**src/rtl/traffic_phase_ctrl.sv**
```systemverilog
// traffic_phase_ctrl: two-way intersection phase sequencer, `define PED_REQ_EN adds pedestrian green truncation
module traffic_phase_ctrl #(
    parameter int pGREEN_SEC     = 25,
    parameter int pYELLOW_SEC    = 3,
    parameter int pALLRED_SEC    = 2,
    parameter int pPED_SHORT_SEC = 5,
    localparam int MAX_SEC = (pGREEN_SEC > pYELLOW_SEC)
                           ? ((pGREEN_SEC > pALLRED_SEC) ? pGREEN_SEC : pALLRED_SEC)
                           : ((pYELLOW_SEC > pALLRED_SEC) ? pYELLOW_SEC : pALLRED_SEC),
    localparam int TW = $clog2(MAX_SEC + 1)
) (
    input  logic          clk,
    input  logic          rst_n,
    input  logic          run,
    input  logic          flash_req,
    input  logic          sec_tick,
`ifdef PED_REQ_EN
    input  logic          ped_req,
`endif
    output logic          cnt_en,
    output logic [2:0]    main_lamp,
    output logic [2:0]    side_lamp,
    output logic [TW-1:0] remaining,
    output logic          phase_done
);
    typedef enum logic [2:0] {
        AR_TO_MAIN = 3'd0,
        MAIN_G     = 3'd1,
        MAIN_Y     = 3'd2,
        AR_TO_SIDE = 3'd3,
        SIDE_G     = 3'd4,
        SIDE_Y     = 3'd5,
        FLASH      = 3'd6
    } state_t;

    localparam logic [TW-1:0] G_L   = TW'(pGREEN_SEC);
    localparam logic [TW-1:0] Y_L   = TW'(pYELLOW_SEC);
    localparam logic [TW-1:0] A_L   = TW'(pALLRED_SEC);
    localparam logic [TW-1:0] ONE   = TW'(1);

    if (pGREEN_SEC < 1 || pYELLOW_SEC < 1 || pALLRED_SEC < 1 || pPED_SHORT_SEC < 1) begin : g_bad_param
        $error("traffic_phase_ctrl: all durations must be >= 1");
    end

    state_t        state_q, state_d, nxt;
    logic [TW-1:0] rem_q, rem_d, nxt_len;
    logic          flash_q, flash_d;
    logic          done_q, done_d;
    logic          cnt_en_q, cnt_en_d;
    logic [2:0]    main_q, main_d, side_q, side_d;
    logic          tick, bad, trunc;
`ifdef PED_REQ_EN
    localparam logic [TW-1:0] PED_L = TW'(pPED_SHORT_SEC);
    logic          ped_q, ped_d;
`endif

    always_comb begin
        tick     = run & sec_tick;
        cnt_en_d = run;
        state_d  = state_q;
        rem_d    = rem_q;
        flash_d  = flash_q;
        done_d   = 1'b0;
        bad      = 1'b0;
        nxt      = AR_TO_MAIN;
        nxt_len  = A_L;
        case (state_q)
            AR_TO_MAIN: begin nxt = MAIN_G;     nxt_len = G_L; end
            MAIN_G:     begin nxt = MAIN_Y;     nxt_len = Y_L; end
            MAIN_Y:     nxt = AR_TO_SIDE;
            AR_TO_SIDE: begin nxt = SIDE_G;     nxt_len = G_L; end
            SIDE_G:     begin nxt = SIDE_Y;     nxt_len = Y_L; end
            SIDE_Y, FLASH: ;
            default:    bad = 1'b1;
        endcase
`ifdef PED_REQ_EN
        trunc = run && ped_q && state_q == MAIN_G && 32'(rem_q) > pPED_SHORT_SEC;
`else
        trunc = 1'b0;
`endif
        // flash entry/exit outranks any expiring tick on the same edge
        if (flash_req != (state_q == FLASH)) begin
            state_d = flash_req ? FLASH : AR_TO_MAIN;
            rem_d   = flash_req ? '0 : A_L;
            flash_d = flash_req;
            done_d  = 1'b1;
        end else if (state_q == FLASH) begin
            flash_d = flash_q ^ tick;
        end else if (bad) begin
            state_d = AR_TO_MAIN;
            rem_d   = A_L;
        end else if (tick && rem_q <= ONE) begin
            state_d = nxt;
            rem_d   = nxt_len;
            done_d  = 1'b1;
        end else if (trunc) begin
`ifdef PED_REQ_EN
            rem_d   = PED_L;
`endif
        end else if (tick) begin
            rem_d   = rem_q - ONE;
        end
`ifdef PED_REQ_EN
        ped_d = (ped_q | ped_req)
              & ~(state_d == FLASH && state_q != FLASH)
              & ~(state_d == SIDE_G && state_q != SIDE_G);
`endif
        main_d = state_d == MAIN_G ? 3'b001 : state_d == MAIN_Y ? 3'b010
               : state_d == FLASH ? {1'b0, flash_d, 1'b0} : 3'b100;
        side_d = state_d == SIDE_G ? 3'b001 : state_d == SIDE_Y ? 3'b010
               : state_d == FLASH ? {1'b0, flash_d, 1'b0} : 3'b100;
    end

    always_ff @(posedge clk or negedge rst_n) begin
        if (!rst_n) begin
            state_q  <= AR_TO_MAIN;
            rem_q    <= A_L;
            flash_q  <= 1'b0;
            done_q   <= 1'b0;
            cnt_en_q <= 1'b0;
            main_q   <= 3'b100;
            side_q   <= 3'b100;
`ifdef PED_REQ_EN
            ped_q    <= 1'b0;
`endif
        end else begin
            state_q  <= state_d;
            rem_q    <= rem_d;
            flash_q  <= flash_d;
            done_q   <= done_d;
            cnt_en_q <= cnt_en_d;
            main_q   <= main_d;
            side_q   <= side_d;
`ifdef PED_REQ_EN
            ped_q    <= ped_d;
`endif
        end
    end

    assign cnt_en     = cnt_en_q;
    assign main_lamp  = main_q;
    assign side_lamp  = side_q;
    assign remaining  = rem_q;
    assign phase_done = done_q;
endmodule

```
**config.mk**
```make
export PLATFORM = sky130hd
export DESIGN_NAME = traffic_phase_ctrl
export DESIGN_NICKNAME = d
export VERILOG_FILES = /design/src/rtl/traffic_phase_ctrl.sv
export SDC_FILE = /design/constraint.sdc
export NUM_CORES = 1
export LEC_CHECK = 0
export CORE_MARGIN = 2
export CORE_UTILIZATION = 25
export DETAILED_ROUTE_END_ITERATION = 10
export HOLD_SLACK_MARGIN = 0.1
export PLACE_DENSITY = 0.53
export SLEW_MARGIN = 40
export SYNTH_ARGS = -nofsm -noshare
export SYNTH_HDL_FRONTEND = slang
export SYNTH_SLANG_ARGS = --single-unit
```
**constraint.sdc**
```tcl
create_clock -name clk -period 2 [get_ports clk]
set_clock_uncertainty 0.1 [all_clocks]
set_input_delay 0.4 -clock clk [delete_from_list [all_inputs] [get_ports clk]]
set_output_delay 0.4 -clock clk [all_outputs]
set_load 0.02 [all_outputs]
```
Word level (Yosys, flattened, before mapping)
Cells that the tools add are included.
{ "totals": {"wordCells": 55, "inputBits": 5, "out_inout_bits": 13, "ff_bits": 17} }
{ "op_classes": {"magnitude_cmp": 1, "n_bitwise": 2, "n_eq_ne": 14, "n_addsub": 1, "reduce_logical": 6, "n_mux": 24} }
{ "ops": {"columns": ["cell", "count"], "rows": [
  ["$mux 3", 10],
  ["$mux 5", 5],
  ["$eq 3x3->1 const B", 6],
  ["$pmux 3 s5", 1],
  ["$pmux 5 s2", 1],
  ["$eq 3x2->1 const B", 3],
  ["$reduce_or 7->1", 1],
  ["$eq 3x1->1 const B", 2],
  ["$mux 1", 6],
  ["$le 5x1->1 const B", 1],
  ["$sub 5x1->5 const B", 1],
  ["$ne 4x1->1 const B", 1],
  ["$reduce_or 2->1", 2],
  ["$logic_not 3->1", 1],
  ["$mux 2", 1],
  ["$ne 2x1->1 const B", 1],
  ["$reduce_and 2->1", 1],
  ["$and 1x1->1", 1],
  ["$logic_and 1x1->1", 1],
  ["$ne 1x1->1", 1],
  ["$xor 1x1->1", 1]
]} }

Longest topological paths before layout
Gate-level depths: netlist of run 1.
{ "depth": {"ltp_word": 10, "depth_mapped": 10, "ltp_nobuf": 8} }

Least setup slack after synthesis of run 1
OpenSTA, ideal clock, no wires.
{ "synth_path": {"kind": "register to register", "startpoint": "register state_q[2]", "endpoint": "register side_q[1] (netlist: side_lamp[1])", "path_buffers": 2, "stages_incl_launch_ff": 11, "t_required_ns": 1.808, "t_arrival_ns": 1.854, "setup_slack_ns": -0.045, "period_less_slack_ns": 2.045, "setup_time_ns": 0.092, "path_cell_list": "dfrtp_1 -> buf_4 -> nand2_1 -> nor2_1 -> ha_1 -> buf_4 -> nor4b_1 -> nand4_1 -> o211ai_4 -> nand2_1 -> o31ai_2"} }
{ "synth_via": {"elab_chain_cells": 10, "elab_cells_between_ends": 22, "cone_classes": "10 x eq/ne; 10 x mux; 2 x reduce/logical"} }
{ "synth_lines": {"columns": ["element", "line_no", "text"], "rows": [
  ["start, declared", "45", "state_t state_q, state_d, nxt;"],
  ["start signal, assigned", "127", "state_q <= state_d;"],
  ["$eq 3x3->1, or another cell as far along", "67", "case (state_q)"],
  ["$pmux 3 s5", "67", null],
  ["$mux 3", "92", "end else if (tick && rem_q <= ONE) begin"],
  ["$mux 3", "89", "end else if (bad) begin"],
  ["$mux 3", "87", "end else if (state_q == FLASH) begin"],
  ["$mux 3 (*)", "82", "if (flash_req != (state_q == FLASH)) begin"],
  ["named net state_d[1]", "45", null],
  ["$eq 3x3->1", "111", ": state_d == FLASH ? {1'b0, flash_d, 1'b0} : 3'b100;"],
  ["$mux 3", "111", null],
  ["$mux 3", "110", "side_d = state_d == SIDE_G ? 3'b001 : state_d == SIDE_Y ? 3'b010"],
  ["$mux 3 (*)", "110", null],
  ["named net side_d[1]", "50", "logic [2:0] main_q, main_d, side_q, side_d;"],
  ["end signal, assigned", "133", "side_q <= side_d;"],
  ["end, declared", "50", null]
]} }
Mark *: on every way through the listed nets, which the timed path passes. The rest lies on a longest branch.
A chain may end at the register's enable or synchronous reset.

Worst setup path after layout of run 1
{ "layout_path": {"startpoint": "input port flash_req", "endpoint": "register side_q[1] (netlist: side_lamp[1])"} }
{ "layout_via": {"elab_chain_cells": 6, "elab_cells_between_ends": 10, "cone_classes": "4 x eq/ne; 6 x mux"} }
{ "layout_lines": {"columns": ["element", "line_no", "text"], "rows": [
  ["start, declared", "15", "input logic flash_req,"],
  ["$mux 3 / $ne 1x1->1 (equally long branches)", "83, 82", null],
  ["$mux 3 (*)", "82", null],
  ["named net state_d[1]", "45", null],
  ["$eq 3x3->1", "111", null],
  ["$mux 3", "111", null],
  ["$mux 3", "110", null],
  ["$mux 3 (*)", "110", null],
  ["named net side_d[1]", "50", null]
]} }
Marks and branches as above.

==> results of run 1 <==
path summary, 6_finish.rpt:
path                                     startpoint                       end  slack (ns)  cells past startpoint
hold reg to reg            remaining[3]$_DFFE_PN0P_  remaining[3]$_DFFE_PN0P_        0.48                      1
setup reg to reg               state_q[1]$_DFF_PN0_  remaining[2]$_DFFE_PN0P_        0.10                      7
hold / removal                                rst_n    side_lamp[1]$_DFF_PN0_        0.36                      2
min in group clk           remaining[3]$_DFFE_PN0P_  remaining[3]$_DFFE_PN0P_        0.48                      1
max in group asynchronous                     rst_n  remaining[1]$_DFFE_PN1P_        1.18                      2
setup / recovery                          flash_req    side_lamp[1]$_DFF_PN0_        0.07                      7
placed cells by master (no fill, tap or decap), types with 3 or more instances in the layout:
cell type	netlist	routed
a21oi_2	2	3
a21oi_1	5	4
nor2_1	5	5
buf_4	2	18
clkdlybuf4s50_1	0	16
inv_1	9	9
nand2_1	10	9
dfstp_2	3	3
nor3_1	3	3
dfrtp_1	14	12
clkbuf_8	0	3
final cells by class:
class	count	area [um2]	area share
Inverter	9	33.8	0.0231
Timing Repair Buffer	35	304	0.208
Multi-Input combinational cell	67	584	0.399
Sequential cell	17	432	0.295
Clock inverter	1	5.00	0.00342
Tap cell	50	62.6	0.0428
Clock buffer	3	41.3	0.0282
logic make-up after synthesis:
| group | after synthesis | share of synthesized area |
|---|---|---|
| DFF | 17 | 0.412 |
| adders and majority gates | 3 | 0.0360 |
| and+or+nand+nor | 33 | 0.209 |
| xor gates and xnor gates | 1 | 0.00840 |
| AOI/OAI and AO/OA | 30 | 0.279 |
| buffers and inverters | 13 | 0.0564 |
worst max-delay path, cell delays in order:
cell             delay, ns
clkdlybuf4s50_1       0.49
ha_2                  0.32
nor4b_2               0.23
nand4_1               0.17
o211ai_4              0.14
nand2_2               0.09
o31ai_2               0.17
metal layers:
layer	GRT usage	routed length (um)	vias up
li1	-	-	424
met1	0.137	1040	424
met2	0.190	1200	16
met3	0.0146	63	5
met4	0.0750	68	0
met5	0	0	-
metrics by stage:
stage | setup slack (ns) | utilization | hold WS [ns]
6_report | 0.0741 | 0.366 | 0.356
5_1_grt | -0.0331 | 0.366 | 0.384
4_1_cts | 0.0167 | 0.361 | 0.369
3_5_place_dp | -0.312 | 0.347 | 0.459
3_3_place_gp | -0.289 | 0.347 | 0.465
2_1_floorplan | -0.00453 | - | 0.00441
sequential cells by signal, summed over array words and instances (netlist names):
name,flops
remaining,5
main_lamp,3
side_lamp,3
state_q,3
cnt_en,1
flash_q,1
phase_done,1
power by group through the flow:
stage | Sequential, mW | Combinational [mW] | Clock, mW
global route | 0.624 | 1.71 | 0.292
floorplan | 0.723 | 0.843 | 0
detailed placement | 0.609 | 1.54 | 0
finish | 0.606 | 1.57 | 0.275
CTS | 0.604 | 1.56 | 0.280
global placement | 0.602 | 1.52 | 0
what timing repair did:
item                       in CTS  in global routing
setup endpoints to repair       2                 10
pin swaps                       1                  2
gates resized for setup         3                  7
==> run metrics, run 1 <==
Chip Width 68.6 um; die area 4700 um2; Worst Path Required 2.09 ns; crit start category input pin; Synth top area share 0.336; Pins Over Slew Limit 0; clock root cell clkbuf_8; type of the tightest min-delay check in -> async; number of synthesized flops with an enable pin 0; register bit total from synthesis 17; Synth Area per Inst 10.7 um2; switching pwr 1.05 mW; hpwl dp 1820 um; Internal 1.40 mW; final setup fails 0; register area share after synthesis 0.412; Synth Flop Type dfrtp_1; Final Critical Period 1.93 ns; Clock Sinks 17; vias in the first global route 843; power density cells 1680 nW/um2; most frequent cells after synthesis dfrtp_1 (14), nand2_1 (10), inv_1 (9); top post-synthesis cells by area dfrtp_1 (34%), dfstp_2 (7.6%), ha_1 (3.6%); Antenna diodes 0; Sequential Power Share 0.247; first-pass GRT wire length 3840 um; Clock Path Buffers 2; Clock Power Share 0.112; Max-slew headroom 0.777; Placed Cells 178; Total Power 2.45 mW; Total Routing Usage GR 0.114; library cells used by synthesis 42; port bufs 17; Core ar. 4000 um2; io pins 18; Mapped Area 1040 um2; Clock Latency Late Sink 0.27 ns; cts bufs inserted 3; Max-Cap Viols 0; syn nets 105; vias 869; post-CTS setup buffer count 0; CTS tree done; Cells after Synth 97; post-route cell area 1460 um2; initial drt markers 21; critical path arrival 2.01 ns; most common cell in the netlist dfrtp_1; CP endpoint kind register; Async SR Flop Fraction 1.00; GRT overflow 0; unrepaired setup endpoints after global routing true; maximum VDD drop 0.000872 V; die height 68.6 um; Static Leak 0.621 nW; final setup TNS 0 ns; drt pass-1 iters 4; post-placement cell area 1390 um2; Hold Violations, Final 0; final wirelength 2370 um; number of synthesis warnings 0; share of layout cells above drive strength 1 0.386; pin count of the biggest net entering global routing 18; RePlAce Congestion 0.844; crit-path max FO 6; Finished Layout Cells 182; Gate power share 0.640; maximum clock frequency 519 MHz; outcome complete, no violations; Post-layout nets 141; DR vias/cell 4.77; Final ANT Viol Nets 0; critical path class in -> reg; row count 23; FILL cells 405; initial cell density of the core 0.261; clock slew at reported path FFs 0.08 ns; initial antenna violation count 0; H-tree depth 1; area added between synthesis and finish 40.3%; WL/cell 13.0 um; Slew @ Worst Pin 0.331 ns; Net Sw Frac 0.429; Yosys top cell by area dfrtp_1; CTS Hold Bufs 0; DRC 0; fin crit share 0.963
Power figures use the tool's default switching activity.
==> run 2, diff against run 1 <==
- CTS_CLUSTER_SIZE: unset -> 10
==> results of run 2 <==
No change in the layout: final DEF, timing and power equal those of run 1.
==> run 3, diff against run 2 <==
- CORE_MARGIN: 2 -> unset
- SLEW_MARGIN: 40 -> unset
- TNS_END_PERCENT: unset -> 1
==> run 3 against run 2 <==
Compared with the run above: core utilization grew 0.38 points; global-route usage rose by 0.25 points; die area is 5.7% lower; worst hold slack improved by 0.014 ns; non-clock buffer count rose by 1; maximum frequency fell by 0.44%; via count fell by 1.4%; sequential share of layout area fell by 0.47 points; highest routed layer unchanged; critical path type is now reg -> out; cell count increased by 0.55%; first-iteration DRC count rose by 29%; final area rose by 1.0%; largest power group unchanged; count of clock-buffer cells in the layout stayed put.
==> run metrics, run 3 (same netlist as run 1, synthesis figures left out) <==
outcome complete, no violations; FILL cells 399; final setup fails 0; vias 857; first-pass GRT wire length 3820 um; WL/cell 12.6 um; drt pass-1 iters 4; Final Critical Period 1.93 ns; initial drt markers 27; CTS Hold Bufs 0; Max-Cap Viols 0; critical path arrival 1.43 ns; Total Routing Usage GR 0.117; most frequent cells in the layout buf_4 (19), clkdlybuf4s50_1 (16), dfrtp_1 (14); register area 429 um2; type of the tightest min-delay check in -> async; vias in the first global route 840; Chip Width 66.6 um; die area 4430 um2; Finished Layout Cells 183; critical path class reg -> out; Hold Violations, Final 0; crit start category register; clock root cell clkbuf_8; clock slew at reported path FFs 0.07 ns; crit-path max FO 6; Max-slew headroom 0.765; fin crit share 0.967; RePlAce Congestion 0.783; GRT overflow 0; pin count of the biggest net entering global routing 18; port bufs 17; Clock Sinks 17; post-route cell area 1480 um2; post-placement cell area 1400 um2; DRC 0; maximum VDD drop 0.000922 V; initial cell density of the core 0.261; area added between synthesis and finish 41.8%; cts bufs inserted 3; Antenna diodes 0; CTS tree done; H-tree depth 1; die height 66.6 um; Total Power 2.48 mW; Top Family by Delay on Critical Path buffers and inverters; Post-layout nets 142; CP endpoint kind output port; unrepaired setup endpoints after global routing false; hpwl dp 1810 um; row count 23; slowest stage cell, crit path clkdlybuf4s50_1; slowest stage delay, CP 0.67 ns; DR vias/cell 4.68; commonest non-fill, non-tap cell in the layout buf_4; max FFs per register 5; io pins 18; share of layout cells above drive strength 1 0.361; Core ar. 4000 um2; Worst Path Required 1.50 ns; power density cells 1680 nW/um2; maximum clock frequency 517 MHz; Clock Path Buffers 2; Final ANT Viol Nets 0; area of the multi-input gates 594 um2; crit-path cells clkdlybuf4s50_1; final wirelength 2310 um; Slew @ Worst Pin 0.350 ns; Placed Cells 179; CP Buf/Inv Count 1; Pins Over Slew Limit 0; Static Leak 0.630 nW; Clock Latency Late Sink 0.25 ns; initial antenna violation count 0; final setup TNS 0 ns
[run 3: area by class of cell]
cell class	instances	share of cell area
Sequential cell	17	0.290
Clock inverter	1	0.00339
Multi-Input combinational cell	67	0.402
Clock buffer	3	0.0279
Tap cell	50	0.0423
Timing Repair Buffer	36	0.211
Inverter	9	0.0229
[run 3: per-layer routing]
layer	global-route usage	up-vias	routed length (um)
li1	-	421	-
met1	0.140	417	1090
met2	0.194	17	1110
met3	0.0377	2	88
met4	0.0372	0	21
met5	0	-	0
[run 3: worst register-to-register path, stage by stage (launching register included)]
cell       delay (ns)
dfrtp_1          0.36
nand2_1          0.11
nor2_1           0.17
ha_4             0.25
a31oi_2          0.20
buf_4            0.15
o211ai_2         0.10
o21ai_0          0.21
o2bb2ai_1        0.13
[run 3: power breakdown]
part | switching [mW] | leakage [nW] | internal [mW]
logic | 0.847 | 0.395 | 0.791
clock network | 0.119 | 0.0255 | 0.138
registers | 0.0825 | 0.209 | 0.501
total | 1.05 | 0.630 | 1.43
[run 3: timing repair]
| action | CTS | global route |
|---|---|---|
| resized for setup | 2 | 5 |
| endpoints found under the setup margin | 2 | 9 |
| pin swaps | 1 | 1 |
| setup buffers | 0 | 0 |
| gates cloned | 0 | 0 |
[run 3: metrics by stage]
step            util  hold slack [ns]  worst slack [ns]
2_1_floorplan      -          0.00441          -0.00453
3_3_place_gp   0.349            0.472            -0.297
3_5_place_dp   0.349            0.485            -0.326
4_1_cts        0.362            0.372          -0.00480
5_1_grt        0.369            0.405           0.00282
6_report       0.369            0.370            0.0656
[run 3: worst paths after layout]
path	cells after the start	slack (ns)	startpoint	end
hold / removal	2	0.37	rst_n	state_q[0]$_DFF_PN0_
min in group clk	1	0.50	remaining[3]$_DFFE_PN0P_	remaining[3]$_DFFE_PN0P_
hold reg to reg	1	0.50	remaining[3]$_DFFE_PN0P_	remaining[3]$_DFFE_PN0P_
setup / recovery	1	0.07	remaining[4]$_DFFE_PN0P_	remaining[4]
setup reg to reg	8	0.13	state_q[1]$_DFF_PN0_	remaining[3]$_DFFE_PN0P_
max in group asynchronous	2	1.18	rst_n	remaining[1]$_DFFE_PN1P_
==> patch (flow settings as in run 2) <==
The parameter `pYELLOW_SEC` goes from 3 to 2.
--- a/src/rtl/traffic_phase_ctrl.sv
+++ b/src/rtl/traffic_phase_ctrl.sv
@@ -3,3 +3,3 @@
     parameter int pGREEN_SEC     = 25,
-    parameter int pYELLOW_SEC    = 3,
+    parameter int pYELLOW_SEC    = 2,
     parameter int pALLRED_SEC    = 2,
Function: same outputs for any inputs over 10 cycles, from zero or initial values and one cycle with rst_n low; that may be too few to reach the edited logic, so the function may still have changed.
==> patch against run 2 <==
Total power up 3.3%; combinational power up 8%; first-iteration DRC count up 110%; sequential cell count unchanged; setup slack worse by 46 ps; count of clock-buffer cells in the layout unchanged; via count up 5.8%; area after synthesis down 9.0%; global-route usage down 0.23 points; synthesized cell count up 1.0%; final area up 7.3%; clock power down 3%; routed wire length up 2.4%; worst hold slack better by 4.1 ps; largest power group unchanged.
==> patch: results (changes against run 2) <==
status=completed; first-pass GRT wire length=3740 um (-2.5%); DR WL/cell=12.5 um (-4.4%); DPL Wire Length=1720 um (-5.5%); TritonCTS buffer count=3 (unchanged); crit path max fanout=5 (-1); worst slack at placement=-263 ps (+48.9 ps); crit path launch=remaining[0]$_DFFE_PN0P_; number of port buffers=17 (unchanged); Skew-Pair Late Insertion Delay=~260 ps; vias in the first global route=822 (-2.5%); clk buf depth=2 (unchanged); ys flop type=dfrtp_1; Max-Slew Margin vs Limit=78.8% (+1.1 points); Netlist cell types=41 (-2.4%); Mapped Nets=106 (+0.95%); Antenna Cells=0 (unchanged); Post-CTS Setup Inserts=0 (unchanged); layout cells sized above 1=44.2% (+5.6 points); initial drt markers=45 (+110%); Largest delay share family, worst path=compound AO/OA/AOI/OAI gates; mux cell area share after synthesis=2.24% (+2.2 points); max reg flops=5 (unchanged); CTS H-Tree Depth=1 (unchanged); Hold Crit Class=in2async; Ys Warns=0 (unchanged); Worst VDD drop=0.000443 V (-49%); CP max stage cell=dfrtp_1; GRT Overall Usage=11.2% (-0.23 points); post-synthesis compound-gate area fraction=19.3% (-8.6 points); Via-to-Cell Ratio=4.71 (-1.3%); commonest cells in the netlist=dfrtp_1 (14), nor2_1 (14), nand2_1 (9), inv_1 (5); GPL Wtd Cong=0.886 (+5.0%); CP arrival=2030 ps (+20 ps); post-synthesis adder-cell area fraction=3.96% (+0.36 points); Leak=0.687 nW (+11%); Initial DRT Pass Iterations=4 (unchanged); FILL cells=344 (-15%); antenna violations before repair=0 (unchanged); clk slew on worst S/H paths=approximately 70 ps; top post-synthesis cells by area=dfrtp_1 (37%), dfstp_2 (8.3%), nor2_1 (5.5%); Post-layout nets=156 (+11%); cts repair resizes=5 (+2); largest net degree at the start of global routing=18 (unchanged); Synth async-reset ratio=100% (unchanged); Largest stage delay, worst path=430 ps (-60 ps); Seq/Total Area, Yosys=45.3% (+4.1 points); XOR/XNOR share of the synthesized area=2.77% (+1.9 points); clock root cell=clkbuf_8
[patch: cell types whose count changed in the layout (fill, tap and decap cells not counted), moves of 3 or more]
| cell | before | now |
|---|---|---|
| nor2_1 | 5 | 14 |
| buf_6 | 0 | 3 |
| inv_1 | 9 | 3 |
| a21oi_1 | 4 | 0 |
| buf_4 | 18 | 30 |
[patch: per-stage QoR]
stage | hold slack (ps) | TNS (ps) | area, um2 | instances
after floorplan | 4.41 | -8.87 | 958 | 98
after global placement | 467 | -1930 | 1360 | 184
after detailed placement | 471 | -2130 | 1360 | 184
after CTS | 383 | 0 | 1430 | 188
after global routing | 392 | -210 | 1570 | 195
final | 361 | 0 | 1570 | 195
[patch: area by class of cell]
type	instances	share of cell area, %
clock buffer	3	2.63
timing repair buffer	50	27.3
inverter	5	1.20
sequential	17	27.4
clock inverter	1	0.319
multi-input combinational	71	37.4
tap	48	3.83
[patch: per-layer routing]
layer | vias up | global-route usage (%) | share of wire, %
li1 | 447 | - | -
met1 | 443 | 14.2 | 47
met2 | 23 | 19.3 | 48
met3 | 6 | 1.03 | 2.3
met4 | 0 | 4.69 | 2.1
met5 | - | 0 | 0
[patch: worst paths after layout]
| kind | cells after the start | end | slack (ps) |
|---|---|---|---|
| max | 7 | side_lamp[1]$_DFF_PN0_ | 30 |
| min | 2 | side_lamp[1]$_DFF_PN0_ | 360 |
| max reg2reg | 7 | side_lamp[1]$_DFF_PN0_ | 30 |
| min reg2reg | 3 | phase_done$_DFF_PN0_ | 480 |
| max in group asynchronous | 2 | remaining[1]$_DFFE_PN1P_ | 1190 |
| min in group clk | 3 | phase_done$_DFF_PN0_ | 480 |
[patch: where the power goes]
group	internal, mW	switching (mW)	leakage (nW)
logic	0.851	0.848	0.450
registers	0.498	0.0677	0.211
clock network	0.139	0.128	0.0255
